## src/rtl/tcdm_pkg.sv

```systemverilog
// Shared TCDM types and the round-robin pick helper used by the bank arbiters.
package tcdm_pkg;

  localparam int unsigned TcdmAddrWidth = 12;
  localparam int unsigned TcdmDataWidth = 32;
  localparam int unsigned TcdmBeWidth   = TcdmDataWidth / 8;
  localparam int unsigned MaxReq        = 64;

  typedef struct packed {
    logic                     wen;
    logic [TcdmBeWidth-1:0]   be;
    logic [TcdmAddrWidth-1:0] add;
    logic [TcdmDataWidth-1:0] wdata;
  } tcdm_req_t;

  // First set bit of req scanning upward from ptr, wrapping at n; returns ptr if none.
  function automatic int unsigned rr_pick(input logic [MaxReq-1:0] req,
                                          input int unsigned       ptr,
                                          input int unsigned       n);
    int unsigned idx;
    bit          found;
    rr_pick = ptr;
    found   = 1'b0;
    for (int unsigned k = 0; k < MaxReq; k++) begin
      if (k < n) begin
        idx = ptr + k;
        if (idx >= n) idx = idx - n;
        if (!found && req[idx[$clog2(MaxReq)-1:0]]) begin
          rr_pick = idx;
          found   = 1'b1;
        end
      end
    end
  endfunction

endpackage

```

## src/rtl/tcdm_resp_pipe.sv

```systemverilog
// Fixed-latency {valid, idx} response tracker with one-hot response decode.
// TCDM_ARB_RESP_REG_EN adds a registered output stage for rvld_o/rdata_o.
module tcdm_resp_pipe #(
  parameter int unsigned Depth     = 1,
  parameter int unsigned IdxW      = 1,
  parameter int unsigned NumReq    = 2,
  parameter int unsigned DataWidth = 32
) (
  input  logic                 clk_i,
  input  logic                 rst_ni,
  input  logic                 vld_i,
  input  logic [IdxW-1:0]      idx_i,
  input  logic [DataWidth-1:0] rdata_i,
  output logic [NumReq-1:0]    rvld_o,
  output logic [DataWidth-1:0] rdata_o
);

  logic [Depth-1:0]           vld_q;
  logic [Depth-1:0][IdxW-1:0] idx_q;
  logic [NumReq-1:0]          rvld_d;

  always_ff @(posedge clk_i or negedge rst_ni) begin
    if (!rst_ni) begin
      vld_q <= '0;
      idx_q <= '0;
    end else begin
      vld_q[0] <= vld_i;
      idx_q[0] <= idx_i;
      for (int unsigned i = 1; i < Depth; i++) begin
        vld_q[i] <= vld_q[i-1];
        idx_q[i] <= idx_q[i-1];
      end
    end
  end

  always_comb begin
    rvld_d = '0;
    for (int unsigned i = 0; i < NumReq; i++) begin
      rvld_d[i] = vld_q[Depth-1] && (idx_q[Depth-1] == IdxW'(i));
    end
  end

`ifdef TCDM_ARB_RESP_REG_EN
  logic [NumReq-1:0]    rvld_q;
  logic [DataWidth-1:0] rdata_q;

  // rdata is only captured with a live response so it holds between responses.
  always_ff @(posedge clk_i or negedge rst_ni) begin
    if (!rst_ni) begin
      rvld_q  <= '0;
      rdata_q <= '0;
    end else begin
      rvld_q <= rvld_d;
      if (vld_q[Depth-1]) rdata_q <= rdata_i;
    end
  end

  assign rvld_o  = rvld_q;
  assign rdata_o = rdata_q;
`else
  assign rvld_o  = rvld_d;
  assign rdata_o = rdata_i;
`endif

endmodule

```

## src/rtl/tcdm_bank_arb.sv

```systemverilog
// Single-bank TCDM round-robin arbiter with fixed-latency response routing.
// Optional TCDM_ARB_RESP_REG_EN registers the response outputs (one extra cycle).
module tcdm_bank_arb
  import tcdm_pkg::*;
#(
  parameter int unsigned NumReq       = 8,
  parameter int unsigned AddrMemWidth = 12,
  parameter int unsigned DataWidth    = 32,
  parameter int unsigned BeWidth      = DataWidth / 8,
  parameter int unsigned MemLatency   = 1
) (
  input  logic                                  clk_i,
  input  logic                                  rst_ni,
  input  logic [NumReq-1:0]                     req_i,
  input  logic [NumReq-1:0][AddrMemWidth-1:0]   add_i,
  input  logic [NumReq-1:0]                     wen_i,
  input  logic [NumReq-1:0][DataWidth-1:0]      wdata_i,
  input  logic [NumReq-1:0][BeWidth-1:0]        be_i,
  output logic [NumReq-1:0]                     gnt_o,
  output logic [NumReq-1:0]                     rvld_o,
  output logic [DataWidth-1:0]                  rdata_o,
  output logic                                  cs_o,
  output logic [AddrMemWidth-1:0]               add_o,
  output logic                                  wen_o,
  output logic [DataWidth-1:0]                  wdata_o,
  output logic [BeWidth-1:0]                    be_o,
  input  logic [DataWidth-1:0]                  rdata_i
);

  localparam int unsigned IdxW     = (NumReq > 1) ? $clog2(NumReq) : 1;
  localparam int unsigned PipeDepth = (MemLatency > 0) ? MemLatency : 1;

  if (MemLatency == 0) begin : g_lat_chk
    $fatal(1, "tcdm_bank_arb: MemLatency must be at least 1");
  end
  if (NumReq > MaxReq) begin : g_req_chk
    $fatal(1, "tcdm_bank_arb: NumReq exceeds tcdm_pkg::MaxReq");
  end

  // Same layout as tcdm_pkg::tcdm_req_t, sized by this instance's parameters.
  typedef struct packed {
    logic                    wen;
    logic [BeWidth-1:0]      be;
    logic [AddrMemWidth-1:0] add;
    logic [DataWidth-1:0]    wdata;
  } bank_req_t;

  logic [IdxW-1:0]   ptr_q;
  logic [IdxW-1:0]   winner;
  logic [IdxW-1:0]   ptr_nxt;
  logic [MaxReq-1:0] req_ext;
  bank_req_t         sel_req;

  always_comb begin
    req_ext              = '0;
    req_ext[NumReq-1:0]  = req_i;
  end

  assign cs_o    = |req_i;
  assign winner  = IdxW'(rr_pick(req_ext, 32'(ptr_q), NumReq));
  assign ptr_nxt = (32'(winner) == NumReq - 1) ? '0 : winner + 1'b1;

  always_comb begin
    gnt_o = '0;
    if (cs_o) gnt_o[winner] = 1'b1;
  end

  // With no request the mux index is the held pointer, so the bank fields stay stable.
  always_comb begin
    sel_req.wen   = wen_i[winner];
    sel_req.be    = be_i[winner];
    sel_req.add   = add_i[winner];
    sel_req.wdata = wdata_i[winner];
  end

  assign add_o   = sel_req.add;
  assign wen_o   = sel_req.wen;
  assign wdata_o = sel_req.wdata;
  assign be_o    = sel_req.be;

  always_ff @(posedge clk_i or negedge rst_ni) begin
    if (!rst_ni) begin
      ptr_q <= '0;
    end else if (cs_o) begin
      ptr_q <= ptr_nxt;
    end
  end

  tcdm_resp_pipe #(
    .Depth     (PipeDepth),
    .IdxW      (IdxW),
    .NumReq    (NumReq),
    .DataWidth (DataWidth)
  ) i_resp_pipe (
    .clk_i   (clk_i),
    .rst_ni  (rst_ni),
    .vld_i   (cs_o),
    .idx_i   (winner),
    .rdata_i (rdata_i),
    .rvld_o  (rvld_o),
    .rdata_o (rdata_o)
  );

endmodule

```

## config.mk

```make
export PLATFORM = sky130hd
export DESIGN_NAME = tcdm_bank_arb
export DESIGN_NICKNAME = d
export VERILOG_FILES = /design/src/rtl/tcdm_pkg.sv /design/src/rtl/tcdm_resp_pipe.sv /design/src/rtl/tcdm_bank_arb.sv
export SDC_FILE = /design/constraint.sdc
export NUM_CORES = 1
export LEC_CHECK = 0
export CAP_MARGIN = 20
export CORE_AREA = 2 2 209 211
export DETAILED_ROUTE_END_ITERATION = 10
export DIE_AREA = 0 0 211 213
export SLEW_MARGIN = 20
export SYNTH_ARGS = -nofsm -noshare
export SYNTH_HDL_FRONTEND = slang
export SYNTH_SLANG_ARGS = --single-unit
```

## constraint.sdc

```tcl
create_clock -name clk_i -period 9.3 [get_ports clk_i]
set_input_delay 1.86 -clock clk_i [delete_from_list [all_inputs] [get_ports clk_i]]
set_output_delay 1.86 -clock clk_i [all_outputs]
set_load 0.01 [all_outputs]
```

==> results.md <==
* Status: finished, final reports clean
* Post-Syn Area per Cell at 7.46 sq um
* Flop2flop setup slack at 4250 ps
* Crit path DAT at around 6500 ps
* Endpoint kind of the worst setup timing path: primary output
* Gpl congestion at a little under 0.9
* Area of the multi-input gates at approximately 0.0047 sq mm
* Total negative slack at 0 ps
* Fin Hold WS at roughly 750 ps
* IO Port Bufs at around 470
* Total global-route track usage at approximately 15%
* Nets@finish at ~1500
* Core area at ~0.043 sq mm
* Clock buffer depth at 2
* First DRT Iteration DRCs at approximately 610
* # Post-CTS Setup Buffers at 0
* Final Hold Fails at 0
* Max Cap Violations at 0
* Vias in the first global route at ~8000
* First-pass GRT wire length at approximately 53 mm
* Reg area at between 150 and 200 sq um
* Unrepaired setup endpoints after global routing: no
* Initial antenna violation count at 4
* Via Count at 8256
* Final HPWL DP at ~28 mm
* Total clock sinks at 7
* Fin util at about a quarter
* Dpl cell area at between 0.01 and 0.015 sq mm
* TritonCTS Buffers at 3
* Async SR Flop Fraction at 100%
* Synth Instances at around 750
* Clk_skew at ~3.2 ps
* Slew @ Worst Pin at roughly 1000 ps
* Die Y at between 200 and 250 um
* Post-cts resize count at 0
* Synth area leaders: a2111oi_0 31%, a21boi_0 26%, clkbuf_1 6.1%
* Area leader, netlist: a2111oi_0
* Synth-to-layout area growth at 92.2%
* Layout cells sized above 1 at around 5.4%
* Number of enable flip-flop cells after synthesis at 0
* Pin count of the biggest net entering global routing at 134
* Ports at about 530
* Post-route design area at 0.0107 sq mm
* Slew margin rel. at a little under a third
* Critical Path RT at ~7400 ps
* DR DRC count at 0
* Tcrit/Tclk final at 90.2%
* Post-Syn Area at 0.00557 sq mm
* CP Max Fanout at 96
* Via density at roughly 5.0
* Routed Antenna Nets at 0
* # rows at between 70 and 80
* Worst-path clk slew at ~40 ps
* Initial core utilization at 13.1%
* Fin. max-slew vios at 0
* Crit path kind: in2out
* DRT Pass-1 Iters at 4
* Yosys synthesis warning count at 0
* Top cell type's share of synthesized area at roughly 31%
* Filler cells at 4646
* Most frequent cells in the layout: 467 x clkdlybuf4s50_1, 196 x a21boi_0, 192 x a2111oi_0
* Maximum clock frequency at between 0.1 and 0.15 GHz
* CTS tree: done
* Post-synthesis sequential area ratio at under 10%
* Die width at 211 um
* Worst skew pair latency at roughly 230 ps
* Synthesized flop and latch total at 7
* Post-Route WL at 36.6 mm
* H-tree depth at 1
* GR Overflow Total at 0
* Total Die Area at 0.0449 sq mm
* Worst setup SP type: input pin
* CTS root buf: clkbuf_16
* Minimum clock period after layout at ~8400 ps
* Count of final setup violators at 0
* Commonest non-fill, non-tap cell in the layout: clkdlybuf4s50_1
* Ys flop type: dfrtp_1
* Min-Delay Path Class: reg2reg
* Syn nets at about 1200
* Synth cell types at 50
* Post-CTS Hold Buffers at 0
* WL per Instance at between 20 and 25 um
critical path, stage by stage:
cell	delay, ps
clkdlybuf4s50_1	570
mux4_2	590
mux2i_2	410
o211ai_2	140
a31oi_1	400
or3_4	220
buf_12	320
buf_4	460
a21boi_0	170
a2111oi_0	500
buf_4	230
nor4_1	50
clkdlybuf4s50_1	500
routing by layer:
| metal | track usage (%) | up-vias | wire length [um] |
|---|---|---|---|
| met1 | 20.5 | 3915 | 16200 |
| met5 | 0 | - | 13 |
| met3 | 2.49 | 54 | 2400 |
| li1 | - | 3836 | - |
| met2 | 25.1 | 449 | 17000 |
| met4 | 3.72 | 2 | 932 |
cells by family (layout without fill, tap and decap cells):
logic type,Yosys count,count (layout),share of synthesized area [%]
other cells,0,1,0
simple gates,114,114,10.9
buf+inv,159,513,13.8
mux,30,30,8.08
flops,7,7,3.14
compound gates,425,425,61.7
fa+ha+maj,7,7,1.57
xor+xnor,5,5,0.786
final cells by class:
cell class | count | share of cell area [%]
Sequential cell | 7 | 1.63
Clock buffer | 4 | 0.736
Tap cell | 546 | 6.38
Inverter | 11 | 0.420
Antenna cell | 1 | 0.0234
Timing Repair Buffer | 498 | 47.2
Multi-Input combinational cell | 581 | 43.6
worst paths after layout:
check | start | endpoint | cells after the start
max | req_i[5] | wdata_o[31] | 13
min | ptr_q[0] | ptr_q[0] | 2
max reg2reg | ptr_q[1] | ptr_q[2] | 14
min reg2reg | ptr_q[0] | ptr_q[0] | 2
max in group asynchronous | rst_ni | i_resp_pipe.idx_q[0] | 1
min in group asynchronous | rst_ni | ptr_q[1] | 1
state kept, by name (all words and copies together), names as in the netlist:
register / count
i_resp_pipe.vld_q: 1
ptr_q: 3
i_resp_pipe.idx_q: 3
cells in the mapped netlist (all sizes together) (3+ instances only):
library cell and number:
a2111oi 197, a21boi 196, clkbuf 90, buf 58, nor4 51, nor2 22
nand2 18, mux2i 12, mux4 11, inv 10, dfrtp 7, ha 7
mux2 7, a21oi 6, and2 4, nand2b 4, nand3 4, o21ai 4
xnor2 4, a221oi 3, a31oi 3, nor2b 3, nor3 3
metrics by stage:
| stage | instances | setup WS, ps |
|---|---|---|
| after floorplan | 747 | 3010 |
| after global placement | 1643 | 798 |
| final | 1648 | 915 |
| after detailed placement | 1643 | 918 |
| after global routing | 1647 | 516 |
| after CTS | 1647 | 910 |
Power of run 1 is left out: the tool's default activity adds up to more than one toggle a clock period on the data nets, which glitch-free logic cannot reach.
